### src/rtl/mem_bus_arbiter.sv
// Two-requester (CPU/DMA) arbiter and wait-state sequencer for the shared data-memory bus.
// Optional macro ARB_ROUND_ROBIN_EN: alternate grants on contention instead of CPU-first.
module mem_bus_arbiter #(
  parameter int AW          = 32,
  parameter int DW          = 32,
  parameter int WAIT_STATES = 1
) (
  input  logic          clk,
  input  logic          reset,
  input  logic          cpu_req,
  input  logic          cpu_we,
  input  logic [AW-1:0] cpu_addr,
  input  logic [DW-1:0] cpu_wdata,
  output logic [DW-1:0] cpu_rdata,
  output logic          cpu_ack,
  output logic          cpu_stall,
  input  logic          dma_req,
  input  logic          dma_we,
  input  logic [AW-1:0] dma_addr,
  input  logic [DW-1:0] dma_wdata,
  output logic [DW-1:0] dma_rdata,
  output logic          dma_ack,
  output logic          mem_en,
  output logic          mem_we,
  output logic [AW-1:0] mem_addr,
  output logic [DW-1:0] mem_wdata,
  input  logic [DW-1:0] mem_rdata
);

  typedef enum logic {IDLE, BUSY} state_t;

  localparam logic [3:0] WS = 4'(WAIT_STATES);

  state_t        state_q, state_d;
  logic          owner_q, owner_d;
  logic [3:0]    cnt_q, cnt_d;
  logic          we_q, we_d;
  logic [AW-1:0] addr_q, addr_d;
  logic [DW-1:0] wdata_q, wdata_d;
  logic [DW-1:0] hold_cpu_q, hold_dma_q;
  logic          gnt_dma;
  logic          grant;
  logic          done;

`ifdef ARB_ROUND_ROBIN_EN
  logic last_q;

  // last_q = 1 means DMA held the bus last, so CPU wins the next tie
  assign gnt_dma = dma_req & (~cpu_req | ~last_q);

  always_ff @(posedge clk or negedge reset) begin
    if (!reset) begin
      last_q <= 1'b1;
    end else if (grant) begin
      last_q <= gnt_dma;
    end
  end
`else
  assign gnt_dma = dma_req & ~cpu_req;
`endif

  assign grant = (state_q == IDLE) & (cpu_req | dma_req);
  assign done  = (state_q == BUSY) & (cnt_q == 4'd0);

  always_comb begin
    state_d = state_q;
    owner_d = owner_q;
    cnt_d   = cnt_q;
    we_d    = we_q;
    addr_d  = addr_q;
    wdata_d = wdata_q;
    unique case (state_q)
      IDLE: begin
        if (grant) begin
          owner_d = gnt_dma;
          we_d    = gnt_dma ? dma_we    : cpu_we;
          addr_d  = gnt_dma ? dma_addr  : cpu_addr;
          wdata_d = gnt_dma ? dma_wdata : cpu_wdata;
          cnt_d   = WS;
          state_d = BUSY;
        end
      end
      BUSY: begin
        if (cnt_q != 4'd0) begin
          cnt_d = cnt_q - 4'd1;
        end else begin
          state_d = IDLE;
        end
      end
      default: state_d = IDLE;
    endcase
  end

  always_ff @(posedge clk or negedge reset) begin
    if (!reset) begin
      state_q <= IDLE;
      owner_q <= 1'b0;
      cnt_q   <= 4'd0;
      we_q    <= 1'b0;
      addr_q  <= '0;
      wdata_q <= '0;
    end else begin
      state_q <= state_d;
      owner_q <= owner_d;
      cnt_q   <= cnt_d;
      we_q    <= we_d;
      addr_q  <= addr_d;
      wdata_q <= wdata_d;
    end
  end

  // Read data is captured only on read acks; write acks leave the hold intact
  always_ff @(posedge clk or negedge reset) begin
    if (!reset) begin
      hold_cpu_q <= '0;
      hold_dma_q <= '0;
    end else begin
      if (cpu_ack && !we_q) hold_cpu_q <= mem_rdata;
      if (dma_ack && !we_q) hold_dma_q <= mem_rdata;
    end
  end

  assign cpu_ack   = done & ~owner_q;
  assign dma_ack   = done & owner_q;
  assign cpu_stall = cpu_req & ~cpu_ack;

  assign mem_en    = (state_q == BUSY);
  assign mem_we    = mem_en & we_q;
  assign mem_addr  = addr_q;
  assign mem_wdata = wdata_q;

  assign cpu_rdata = (cpu_ack && !we_q) ? mem_rdata : hold_cpu_q;
  assign dma_rdata = (dma_ack && !we_q) ? mem_rdata : hold_dma_q;

endmodule

### config.mk
export PLATFORM = sky130hd
export DESIGN_NAME = mem_bus_arbiter
export DESIGN_NICKNAME = d
export VERILOG_FILES = /design/src/rtl/mem_bus_arbiter.sv
export SDC_FILE = /design/constraint.sdc
export NUM_CORES = 1
export LEC_CHECK = 0
export ABC_AREA = 1
export BUFFER_PORTS_ARGS = -buffer_cell sky130_fd_sc_hd__buf_2
export CAP_MARGIN = 20
export CELL_PAD_IN_SITES_DETAIL_PLACEMENT = 0
export CELL_PAD_IN_SITES_GLOBAL_PLACEMENT = 1
export CORE_UTILIZATION = 33
export DETAILED_ROUTE_END_ITERATION = 7
export PLACE_DENSITY_LB_ADDON = 0.08
export SYNTH_ARGS = -nofsm -noshare
export SYNTH_HDL_FRONTEND = slang
export SYNTH_SLANG_ARGS = --single-unit
### constraint.sdc
create_clock -name clk -period 1.8 [get_ports clk]
set_input_delay 0.09 -clock clk [delete_from_list [all_inputs] [get_ports clk]]
set_output_delay 0.09 -clock clk [all_outputs]
set_load 0.05 [all_outputs]
==> impl_metrics.py <==
metrics = {
    "status": {
        "status": "finished, violations left",
        "violations": "setup timing",
    },
    "route": {
        "wl_per_cell_um": 14.3,
        "drt-initial-drc-count": 208,
        "drt-total-wl_um": 22500,
        "antenna_left": 0,
        "vias_per_cell": 4.41,
        "first_pass_iters": 4,
        "drc_errors": 0,
        "route.vias.total": 6908,
    },
    "timing": {
        "period_share_pct": 115,
        "worst_pin_slew_ns": 0.479,
        "setup_viol": 65,
        "clock.fmax_mhz": 485,
        "slew_headroom_pct": 68.1,
        "holdWs_ns": 0.00822,
        "worst_slack_ns": -0.262,
        "finClkSkew_ns": 0.00950,
        "fin_crit_ns": 2.06,
        "hold_violations": 0,
        "slew_violations": 0,
        "rsz0062_at_grt": "true",
    },
    "yosys": {
        "synth_fa_ha_area_share_pct": 0.187,
        "synth-xor-area-share_pct": 0.131,
        "synth_top_family_by_area": "simple AND/OR/NAND/NOR gates",
        "synth-seq-cells": 135,
        "synth_warnings": 0,
        "syn-num-nets": 1042,
        "post_synth.cell_area_avg_sq_um": 7.63,
        "syn_area_sq_um": 6680,
        "synth_top_area_cell": "dfrtp_1",
        "ys_seq_area_share_pct": 50.6,
        "yosys.area_share.simple_pct": 24.7,
        "synth_top_area_share_pct": 50.6,
        "synth.area.mux_share_pct": 0,
        "synthCells": 875,
        "synthTopCellsByArea": "dfrtp_1, nand2_1, inv_1",
        "synth_compound_area_share_pct": 12.6,
        "synth_cell_types": 19,
    },
    "worst_setup_path": {
        "reg2reg_from": "cnt_q[0]",
        "cp.depth": 9,
        "critical_path.startpoint": "cnt_q[0]",
        "crit_slowest_cell": "dfrtp_1",
        "end_kind": "output port",
        "cp.required_ns": 1.71,
        "worstSetupPathType": "reg -> out",
        "r2r-end": "hold_cpu_q[6]",
        "cp-start-kind": "register",
        "cp_num_buf_inv": 5,
        "crit_family": "buffers and inverters",
        "max_stage_delay_ns": 0.39,
        "cp.arrival_ns": 1.97,
        "path_max_fanout": 7,
        "cp_cell_sequence": "inv_2, ha_4, buf_6, nand4_1, buf_6, buf_8, o21bai_1, nand2_2, buf_8",
        "crit_end": "cpu_rdata[6]",
        "worst-r2r-setup-slack_ns": 0.17,
        "worstRegToRegCells": 9,
    },
    "min_path": {
        "hold_depth": 5,
        "min_path_type": "in -> reg",
    },
    "power_and_ir_drop": {
        "powerDensity_nw_per_um2": 2090,
        "finalPower_uw": 23900,
        "p_leak_uw": 0.00610,
        "vdd_drop_max_mv": 0.690,
    },
    "global_route": {
        "grt_max_degree": 119,
        "use_met2_pct": 37.7,
        "grtUsageMet1_pct": 23.8,
        "antenna_found_initial": 6,
        "grt-ovfl-total": 0,
        "grt_pass1_vias": 6631,
        "grt_pass1_wl_um": 33800,
        "use_met3_pct": 6.26,
        "globalRouteTotalUtil_pct": 21.3,
        "busiest_layer": "met2",
    },
    "finish": {
        "fin_nets": 1451,
        "area_growth_pct": 71.3,
        "seq_area_sq_um": 3380,
        "layout_commonest_cell": "nand2_1",
        "utilization_pct": 58.2,
        "fill_cells": 1817,
        "multiInputGateArea_sq_um": 2930,
        "layout_common_cells": "nand2_1, buf_2, inv_1",
        "drive_gt1_share_pct": 36.9,
        "stdcell_count": 1567,
    },
    "floorplan": {
        "ios": 299,
        "die_area_sq_um": 20800,
        "die_w_um": 144,
        "start_util_pct": 34.0,
        "core_sq_um": 19700,
        "die_y_um": 144,
        "rows": 51,
    },
    "clocking": {
        "clock-root-buffer": "clkbuf_16",
        "tritoncts": "yes",
        "clock_path_buffers": 2,
        "htree_num_levels": 4,
        "clkTransAtPathRegs_ns": 0.06,
        "cts.sink_count": 135,
        "clock_latency_ns": 0.42,
        "cts_made_buffers": 17,
    },
    "place": {
        "dpl.cell_count": 1406,
        "portBuffers": 298,
        "place_hpwl_um": 14300,
        "gp_routability_congestion": 0.742,
    },
    "job": {
        "drv_cap": 0,
    },
}
==> cells by family (layout without fill, tap and decap cells) <==
group	count (synthesis)	in the layout
and+or+nand+nor	408	408
AOI/OAI and AO/OA	136	136
DFF	135	135
adders and majority gates	1	1
other	0	5
xor gates and xnor gates	1	1
buffers and inverters	194	616
==> synthesized netlist by cell type <==
master	instances
a21oi_1	1
buf_1	7
buf_2	23
buf_4	6
buf_6	1
clkbuf_1	17
dfrtp_1	135
ha_1	1
inv_1	140
nand2_1	330
nand3_1	68
nand4_1	3
nor2_1	3
nor2_2	1
nor2_4	3
o21ai_0	70
o21ai_2	1
o21bai_1	64
xor2_1	1
==> worst min-delay path by stage <==
stage | startpoint | to
floorplan | reset | cnt_q[0]
global placement | reset | hold_cpu_q[4]
detailed placement | reset | hold_cpu_q[10]
CTS | dma_wdata[26] | mem_wdata[26]
global route | cpu_addr[29] | mem_addr[29]
finish | dma_wdata[26] | mem_wdata[26]
==> sequential cells by signal, summed over array words and instances, names as in the netlist <==
name,count
mem_en,1
mem_wdata,32
owner_q,1
hold_cpu_q,32
mem_addr,32
cnt_q,4
hold_dma_q,32
we_q,1
==> worst reg2reg max path: stages (launching register included) <==
cell and delay [ns]:
dfrtp_1 0.39, inv_2 0.09, ha_4 0.15, buf_6 0.10
nand4_1 0.08, buf_6 0.17, buf_8 0.14, o21bai_1 0.17
nand2_2 0.11, buf_4 0.14
==> final cells by class <==
type	instances	share of cell area [%]
Timing Repair Buffer	444	31.4
Antenna cell	5	0.109
Multi-Input combinational cell	546	25.6
Tap cell	265	2.90
Clock buffer	20	4.08
Inverter	140	4.59
Sequential cell	135	29.5
Clock inverter	12	1.73
==> per-stage QoR <==
step	worst slack, ns	setup TNS (ns)	area [sq um]
floorplan	0.0104	0	6830
global route	-0.350	-19.37	11400
finish	-0.262	-13.60	11400
detailed placement	0.0775	0	8730
global placement	0.104	0	8730
CTS	-0.231	-12.48	10900
==> repair_timing <==
action | in CTS | in global routing
hold buffers | 94 | 0
resized for setup | 145 | 64
hold endpoints to repair | 176 | 0
cloned | 2 | 2
setup endpoints to repair | 67 | 67
setup buffers | 5 | 21
pin swaps | 13 | 29
==> power breakdown <==
| group | internal [uW] | total, uW | switching [uW] |
|---|---|---|---|
| Sequential | 4500 | 5110 | 611 |
| Clock | 2570 | 3930 | 1360 |
| Combinational | 5070 | 14900 | 9830 |
| Total | 12100 | 23900 | 11800 |
==> metal layers <==
metal / vias up / routed length (um) / share of wire (%)
met4: 2 / 518 / 2.3
li1: 3504 / - / -
met2: 198 / 11300 / 50
met1: 3170 / 9130 / 41
met3: 34 / 1460 / 6.5
met5: - / 10 / 0.045
(Power assumes the default switching activity.)
